--- src/rtl/systolic_array_sequencer.sv ---
// Sequencer for a ROWS x COLS PE grid: clears the array, issues skewed
// row/column operand-valid slots, waits for every PE to report done (with a
// timeout), then drains the accumulators one column at a time.
// Ports:
//   clk_i, rst_i        clock, synchronous active-high reset
//   start_i, k_len_i    job command and reduction length (IDLE only)
//   busy_o, done_o      job in progress / one-cycle completion pulse
//   error_o             sticky WAIT_DONE timeout flag
//   pe_clear_o          one-cycle array clear
//   slot_o              current feed slot index
//   row_/col_valid_o    per-lane operand valid for the current slot
//   row_/col_last_o     per-lane final-element marker
//   pe_done_i           per-PE done, bit r*COLS+c
//   acc_sel_o           one-hot column accumulator select during drain
//   drain_ack_i         per-column capture acknowledge
module systolic_array_sequencer #(
  parameter int unsigned ROWS           = 4,
  parameter int unsigned COLS           = 4,
  parameter int unsigned K_MAX          = 256,
  parameter int unsigned ISSUE_GAP      = 6,
  parameter int unsigned TIMEOUT_CYCLES = 4096
) (
  input  logic                                   clk_i,
  input  logic                                   rst_i,
  input  logic                                   start_i,
  input  logic [$clog2(K_MAX+1)-1:0]             k_len_i,
  output logic                                   busy_o,
  output logic                                   done_o,
  output logic                                   error_o,
  output logic                                   pe_clear_o,
  output logic [$clog2(K_MAX+ROWS+COLS)-1:0]     slot_o,
  output logic [ROWS-1:0]                        row_valid_o,
  output logic [COLS-1:0]                        col_valid_o,
  output logic [ROWS-1:0]                        row_last_o,
  output logic [COLS-1:0]                        col_last_o,
  input  logic [ROWS*COLS-1:0]                   pe_done_i,
  output logic [COLS-1:0]                        acc_sel_o,
  input  logic [COLS-1:0]                        drain_ack_i
);

  localparam int unsigned KW    = $clog2(K_MAX + 1);
  localparam int unsigned SW    = $clog2(K_MAX + ROWS + COLS);
  localparam int unsigned GW    = (ISSUE_GAP > 1) ? $clog2(ISSUE_GAP) : 1;
  localparam int unsigned TW    = $clog2(TIMEOUT_CYCLES + 1);
  localparam int unsigned CLW   = (COLS > 1) ? $clog2(COLS) : 1;
  localparam int unsigned MAXRC = (ROWS > COLS) ? ROWS : COLS;
  localparam int unsigned CW    = ((SW > KW) ? SW : KW) + 2;

  typedef enum logic [2:0] {
    S_IDLE, S_CLEAR, S_FEED, S_WAIT_DONE, S_DRAIN, S_FINISH
  } state_e;

  state_e          state_q, state_d;
  logic [KW-1:0]   k_q, k_d;
  logic [SW-1:0]   slot_q, slot_d;
  logic [GW-1:0]   gap_q, gap_d;
  logic [TW-1:0]   cnt_q, cnt_d;
  logic [CLW-1:0]  col_q, col_d;
  logic            dgap_q, dgap_d;
  logic            err_q, err_d;

  logic            busy_q, busy_d;
  logic            done_q, done_d;
  logic            clear_q, clear_d;
  logic [ROWS-1:0] rv_q, rv_d, rl_q, rl_d;
  logic [COLS-1:0] cv_q, cv_d, cl_q, cl_d;
  logic [COLS-1:0] acc_q, acc_d;

  logic [KW-1:0]   k_sat_c;
  logic            last_slot_c;
  logic            issue_c;

  // Oversized k_len_i saturates to K_MAX.
  assign k_sat_c = (k_len_i > KW'(K_MAX)) ? KW'(K_MAX) : k_len_i;

  // Final slot index is S-1 = K + max(ROWS,COLS) - 2 (K >= 1 here).
  assign last_slot_c = (CW'(slot_q) == CW'(k_q) + CW'(MAXRC) - CW'(2));

  // Next-state and counter logic.
  always_comb begin
    state_d = state_q;
    k_d     = k_q;
    slot_d  = slot_q;
    gap_d   = gap_q;
    cnt_d   = cnt_q;
    col_d   = col_q;
    dgap_d  = dgap_q;
    err_d   = err_q;
    unique case (state_q)
      S_IDLE: begin
        if (start_i) begin
          err_d = 1'b0;
          if (k_len_i == '0) begin
            state_d = S_FINISH;
          end else begin
            k_d     = k_sat_c;
            state_d = S_CLEAR;
          end
        end
      end
      S_CLEAR: begin
        slot_d  = '0;
        gap_d   = '0;
        state_d = S_FEED;
      end
      S_FEED: begin
        if (gap_q == GW'(ISSUE_GAP - 1)) begin
          gap_d = '0;
          if (last_slot_c) begin
            cnt_d   = '0;
            state_d = S_WAIT_DONE;
          end else begin
            slot_d = slot_q + SW'(1);
          end
        end else begin
          gap_d = gap_q + GW'(1);
        end
      end
      S_WAIT_DONE: begin
        // All-done takes priority over a coincident timeout.
        if (&pe_done_i) begin
          col_d   = '0;
          dgap_d  = 1'b0;
          state_d = S_DRAIN;
        end else if (cnt_q == TW'(TIMEOUT_CYCLES - 1)) begin
          err_d   = 1'b1;
          state_d = S_FINISH;
        end else begin
          cnt_d = cnt_q + TW'(1);
        end
      end
      S_DRAIN: begin
        // One low-select cycle between columns lets the PEs re-gate.
        if (dgap_q) begin
          dgap_d = 1'b0;
          col_d  = col_q + CLW'(1);
        end else if (drain_ack_i[col_q]) begin
          if (col_q == CLW'(COLS - 1)) begin
            state_d = S_FINISH;
          end else begin
            dgap_d = 1'b1;
          end
        end
      end
      S_FINISH: begin
        state_d = S_IDLE;
      end
      default: begin
        state_d = S_IDLE;
      end
    endcase
  end

  // Output decode from the next state so every output is registered.
  assign issue_c = (state_d == S_FEED) && (gap_d == '0);

  always_comb begin
    busy_d  = (state_d != S_IDLE);
    done_d  = (state_d == S_FINISH);
    clear_d = (state_d == S_CLEAR);
    acc_d   = '0;
    rv_d    = '0;
    rl_d    = '0;
    cv_d    = '0;
    cl_d    = '0;
    if ((state_d == S_DRAIN) && !dgap_d) begin
      acc_d = COLS'(1) << col_d;
    end
    if (issue_c) begin
      for (int unsigned r = 0; r < ROWS; r++) begin
        rv_d[r] = (CW'(slot_d) >= CW'(r)) && (CW'(slot_d) < CW'(r) + CW'(k_q));
        rl_d[r] = (CW'(slot_d) == CW'(r) + CW'(k_q) - CW'(1));
      end
      for (int unsigned c = 0; c < COLS; c++) begin
        cv_d[c] = (CW'(slot_d) >= CW'(c)) && (CW'(slot_d) < CW'(c) + CW'(k_q));
        cl_d[c] = (CW'(slot_d) == CW'(c) + CW'(k_q) - CW'(1));
      end
    end
  end

  always_ff @(posedge clk_i) begin
    if (rst_i) begin
      state_q <= S_IDLE;
      k_q     <= '0;
      slot_q  <= '0;
      gap_q   <= '0;
      cnt_q   <= '0;
      col_q   <= '0;
      dgap_q  <= 1'b0;
      err_q   <= 1'b0;
      busy_q  <= 1'b0;
      done_q  <= 1'b0;
      clear_q <= 1'b0;
      rv_q    <= '0;
      rl_q    <= '0;
      cv_q    <= '0;
      cl_q    <= '0;
      acc_q   <= '0;
    end else begin
      state_q <= state_d;
      k_q     <= k_d;
      slot_q  <= slot_d;
      gap_q   <= gap_d;
      cnt_q   <= cnt_d;
      col_q   <= col_d;
      dgap_q  <= dgap_d;
      err_q   <= err_d;
      busy_q  <= busy_d;
      done_q  <= done_d;
      clear_q <= clear_d;
      rv_q    <= rv_d;
      rl_q    <= rl_d;
      cv_q    <= cv_d;
      cl_q    <= cl_d;
      acc_q   <= acc_d;
    end
  end

  assign busy_o      = busy_q;
  assign done_o      = done_q;
  assign error_o     = err_q;
  assign pe_clear_o  = clear_q;
  assign slot_o      = slot_q;
  assign row_valid_o = rv_q;
  assign col_valid_o = cv_q;
  assign row_last_o  = rl_q;
  assign col_last_o  = cl_q;
  assign acc_sel_o   = acc_q;

endmodule

--- config.mk ---
export PLATFORM = sky130hd
export DESIGN_NAME = systolic_array_sequencer
export DESIGN_NICKNAME = d
export VERILOG_FILES = /design/src/rtl/systolic_array_sequencer.sv
export SDC_FILE = /design/constraint.sdc
export NUM_CORES = 1
export LEC_CHECK = 0
export ABC_CLOCK_PERIOD_IN_PS = 4510
export CORE_MARGIN = 1
export CORE_UTILIZATION = 52
export DETAILED_ROUTE_END_ITERATION = 10
export PLACE_DENSITY = 0.78
export SETUP_SLACK_MARGIN = 0.3
export SLEW_MARGIN = 20
export SYNTH_ARGS = -nofsm -noshare
export SYNTH_HDL_FRONTEND = slang
export SYNTH_SLANG_ARGS = --single-unit
--- constraint.sdc ---
create_clock -name clk_i -period 4.51 [get_ports clk_i]
set_clock_uncertainty 0.1 [all_clocks]
set_input_delay 0.451 -clock clk_i [delete_from_list [all_inputs] [get_ports clk_i]]
set_output_delay 0.451 -clock clk_i [all_outputs]
set_load 0.05 [all_outputs]
==> results.md <==
- Final wirelength: 17,700 µm
- Max Freq: 249 MHz
- Comb pwr share: 34.0%
- Seq/Total Area, Yosys: 20.9%
- R2R setup slack: 0.49 ns
- FF+latch count, synth: 56
- Post-synth EDFFs: 0
- Worst-path clk slew: between 0.1 and 0.15 ns
- Sw power: 0.479 mW
- MaxCap Viol Count: 0
- First-pass GRT wire length: 26,900 µm
- Syn. warnings: 0
- Worst hold slack: 0.431 ns
- Worst Hold Class: flip-flop to flip-flop
- Vias/cell: approximately 6.1
- Antenna Nets Post-Route: 0
- GPL Wtd Cong: between 1 and 1.5
- Overall Global Routing Usage: roughly a third
- Vias in the first global route: 5,081
- Fin crit period: 4.02 ns
- CP Launch Type: flip-flop
- Worst R2R Path Depth: 19
- Area after DPL: 6180 µm²
- H-Tree Depth: 2
- Initial Utilization: a little over half
- Max VDD drop: 159 µV
- Register area: 1140 µm²
- Max Fanout on Critical Path: 5
- Syn Area/Cell: 7.81 µm²
- P per Cell Area: 196 nW/µm²
- Clk Latency, worst-skew pair: 0.33 ns
- Post-Syn Area: 5350 µm²
- Req. time, crit path: 4.67 ns
- # rows: 36
- CTS tree: done
- Post-layout net count: 828
- Max clock buf depth: 2
- Initial antenna violation count: 0
- Slew headroom: 45.4%
- Setup TNS: 0 ns
- Final Hold Fails: 0
- Area growth, synth to finish: 21.9%
- Unrepaired setup endpoints after global routing: false
- Largest net degree at the start of global routing: 31
- Die ar.: 10,700 µm²
- CTS Buf Count: 5
- Worst Setup SP: k_q[1]
- Clk pwr share: about a quarter
- Die span in y: 103 µm
- Synth async-reset ratio: 0%
- Leak pwr: approximately 2.5 nW
- Core area: 9860 µm²
- Final number of setup-violating endpoints: 0
- Mapped Cells: 685
- Switching fraction of total power: 37.4%
- Crit share post-route: between 80% and 90%
- First drt pass iteration count: 5
- Reg2Reg Launch Point: k_q[1]
- Post-synthesis cell type count: 81
- CP Capture Point: col_valid_o[3]
- RR Endpoint: col_valid_o[3]
- # DRC: 0
- Post-synth top flop: dfxtp_1
- Worst-Margin Slew: 0.814 ns
- Critical path class: flip-flop to flip-flop
- Multi-input gate area: 4030 µm²
- Crit path DAT: about 4.2 ns
- Clk sinks: 56
- DP Wirelength: 13,600 µm
- Share of cells above drive strength 1: ~13%
- Wire per inst: 19.9 µm
- PortBufs: 64
- Global route overflow: 0
- Initial DRC Count: 446
- Flop pwr share: 41.3%
- Fill count: 834
- Status: complete, no violations
- Int Power: about 0.8 mW
- Io pins: 65
- Slew Limit Fails: 0
- Vias post-DR: 5,452
- Synthesized Nets: 759
- Die W: roughly 100 µm
- Setup crit end kind: flip-flop
- Finished layout cell area: around 6500 µm²
- CTS root buffer: clkbuf_8
==> timing repair <==
action	in CTS	in global routing
pin swaps	3	4
hold endpoints to repair	0	0
setup endpoints to repair	4	5
buffers inserted	2	8
gates resized for setup	11	26
hold buffers	0	0
==> cell usage after synthesis (all sizes together), types with 3 or more instances <==
library cell,count,area share (%)
a21o,11,1.5
a21oi,31,3.1
a221oi,3,0.49
a311oi,3,0.61
a31oi,8,0.94
and3,16,1.9
and4,8,1.3
buf,23,2.8
clkbuf,20,1.4
dfxtp,56,21
ha,42,9.8
inv,27,1.9
maj3,3,0.61
mux2i,6,1.4
nand2,40,2.9
nand2b,8,0.94
nand3,34,3.5
nand4,19,2.5
nor2,71,5.0
nor2b,14,1.6
nor3,24,2.3
nor3b,11,1.5
nor4,13,1.5
nor4b,3,0.61
o2111ai,5,0.82
o211ai,4,0.56
o21a,11,1.5
o21ai,25,2.3
or2,7,0.82
or3,8,1.0
or4,4,0.56
xnor2,68,11
xor2,21,3.4
==> worst min path at each step <==
stage               end  slack [ns]  depth (start not counted)     start
2_1_floorplan  cnt_q[4]        0.37                          2  cnt_q[4]
3_3_place_gp   cnt_q[8]        0.39                          2  cnt_q[8]
3_5_place_dp   cnt_q[4]        0.40                          2  cnt_q[4]
4_1_cts        cnt_q[4]        0.43                          2  cnt_q[4]
5_1_grt         error_o        0.46                          2   error_o
6_report       cnt_q[4]        0.43                          2  cnt_q[4]
==> layout make-up <==
type	count	area share, %
Multi-Input combinational cell	557	61.8
Sequential cell	56	17.4
Timing Repair Buffer	105	14.8
Tap cell	133	2.55
Inverter	29	1.94
Clock buffer	5	1.06
Clock inverter	3	0.422
Antenna cell	1	0.0384
==> worst max-delay path: stages (launching register included) <==
cell and delay [ns]:
dfxtp_4 0.41, clkinvlp_4 0.12, ha_4 0.30, xnor2_1 0.11, nand3_1 0.14, a311oi_4 0.26
buf_4 0.17, nand4_2 0.14, nand3_4 0.12, o211a_4 0.19, inv_2 0.07, ha_1 0.30
nor2b_1 0.14, o21a_1 0.16, o21ai_0 0.15, nand2b_1 0.08, maj3_2 0.30, a21o_1 0.18
maj3_2 0.31, a211oi_2 0.21
==> power by group through the flow <==
| stage | clock network (mW) | registers [mW] | logic (mW) |
|---|---|---|---|
| global route | 0.339 | 0.531 | 0.466 |
| floorplan | 0 | 0.543 | 0.275 |
| detailed placement | 0 | 0.538 | 0.408 |
| finish | 0.316 | 0.529 | 0.435 |
| global placement | 0 | 0.538 | 0.407 |
| CTS | 0.319 | 0.527 | 0.413 |
==> cells by family after synthesis <==
group	count (synthesis)	synth area share, %
buffers and inverters	72	6.22
xor gates and xnor gates	89	14.9
adders and majority gates	45	10.4
muxes	7	1.78
and+or+nand+nor	290	29.6
DFF	56	20.9
AOI/OAI and AO/OA	126	16.1
==> registers in the layout, indices dropped and copies added (netlist names) <==
name	count
pe_clear_o	1
col_q	2
cnt_q	13
done_o	1
col_last_o	4
error_o	1
busy_o	1
acc_sel_o	4
dgap_q	1
state_q	3
col_valid_o	4
gap_q	3
slot_o	9
k_q	9
==> per-stage QoR <==
stage	utilization (%)	setup WS, ns	instances	total power [mW]
floorplan	-	0.309	685	0.819
global placement	62.6	0.240	870	0.944
detailed placement	62.6	0.0459	870	0.946
CTS	64.1	0.318	880	1.26
global route	66.1	0.247	888	1.34
finish	66.1	0.491	889	1.28
==> layer usage <==
| layer | track usage (%) | vias to the layer above | part of all wire [%] |
|---|---|---|---|
| met5 | 0 | - | 0 |
| met4 | 10.9 | 0 | 3.2 |
| met3 | 7.59 | 47 | 9.4 |
| met2 | 52.9 | 280 | 44 |
| met1 | 45.3 | 2544 | 43 |
| li1 | - | 2581 | - |
==> cell usage in the layout (no fill, tap or decap), types with 5 or more instances in the layout <==
| cell | synthesis | final |
|---|---|---|
| nor2_1 | 71 | 70 |
| xnor2_1 | 67 | 66 |
| clkdlybuf4s50_1 | 0 | 64 |
| dfxtp_1 | 56 | 48 |
| nand2_1 | 39 | 39 |
| ha_1 | 42 | 39 |
| buf_4 | 12 | 38 |
| nand3_1 | 32 | 32 |
| a21oi_1 | 30 | 29 |
| nor3_1 | 23 | 23 |
| xor2_1 | 21 | 21 |
| inv_1 | 23 | 21 |
| o21ai_0 | 20 | 20 |
| nand4_1 | 17 | 17 |
| and3_1 | 16 | 16 |
| nor2b_1 | 14 | 14 |
| nor4_1 | 13 | 13 |
| nor3b_1 | 11 | 11 |
| o21a_1 | 11 | 11 |
| a21o_1 | 11 | 11 |
| and4_1 | 8 | 8 |
| nand2b_1 | 8 | 8 |
| a31oi_1 | 8 | 8 |
| or3_1 | 7 | 6 |
| dfxtp_2 | 0 | 6 |
| or2_2 | 5 | 5 |
| o21ai_1 | 5 | 5 |
| o2111ai_1 | 5 | 5 |
| clkbuf_8 | 0 | 5 |
(Power assumes the default switching activity.)
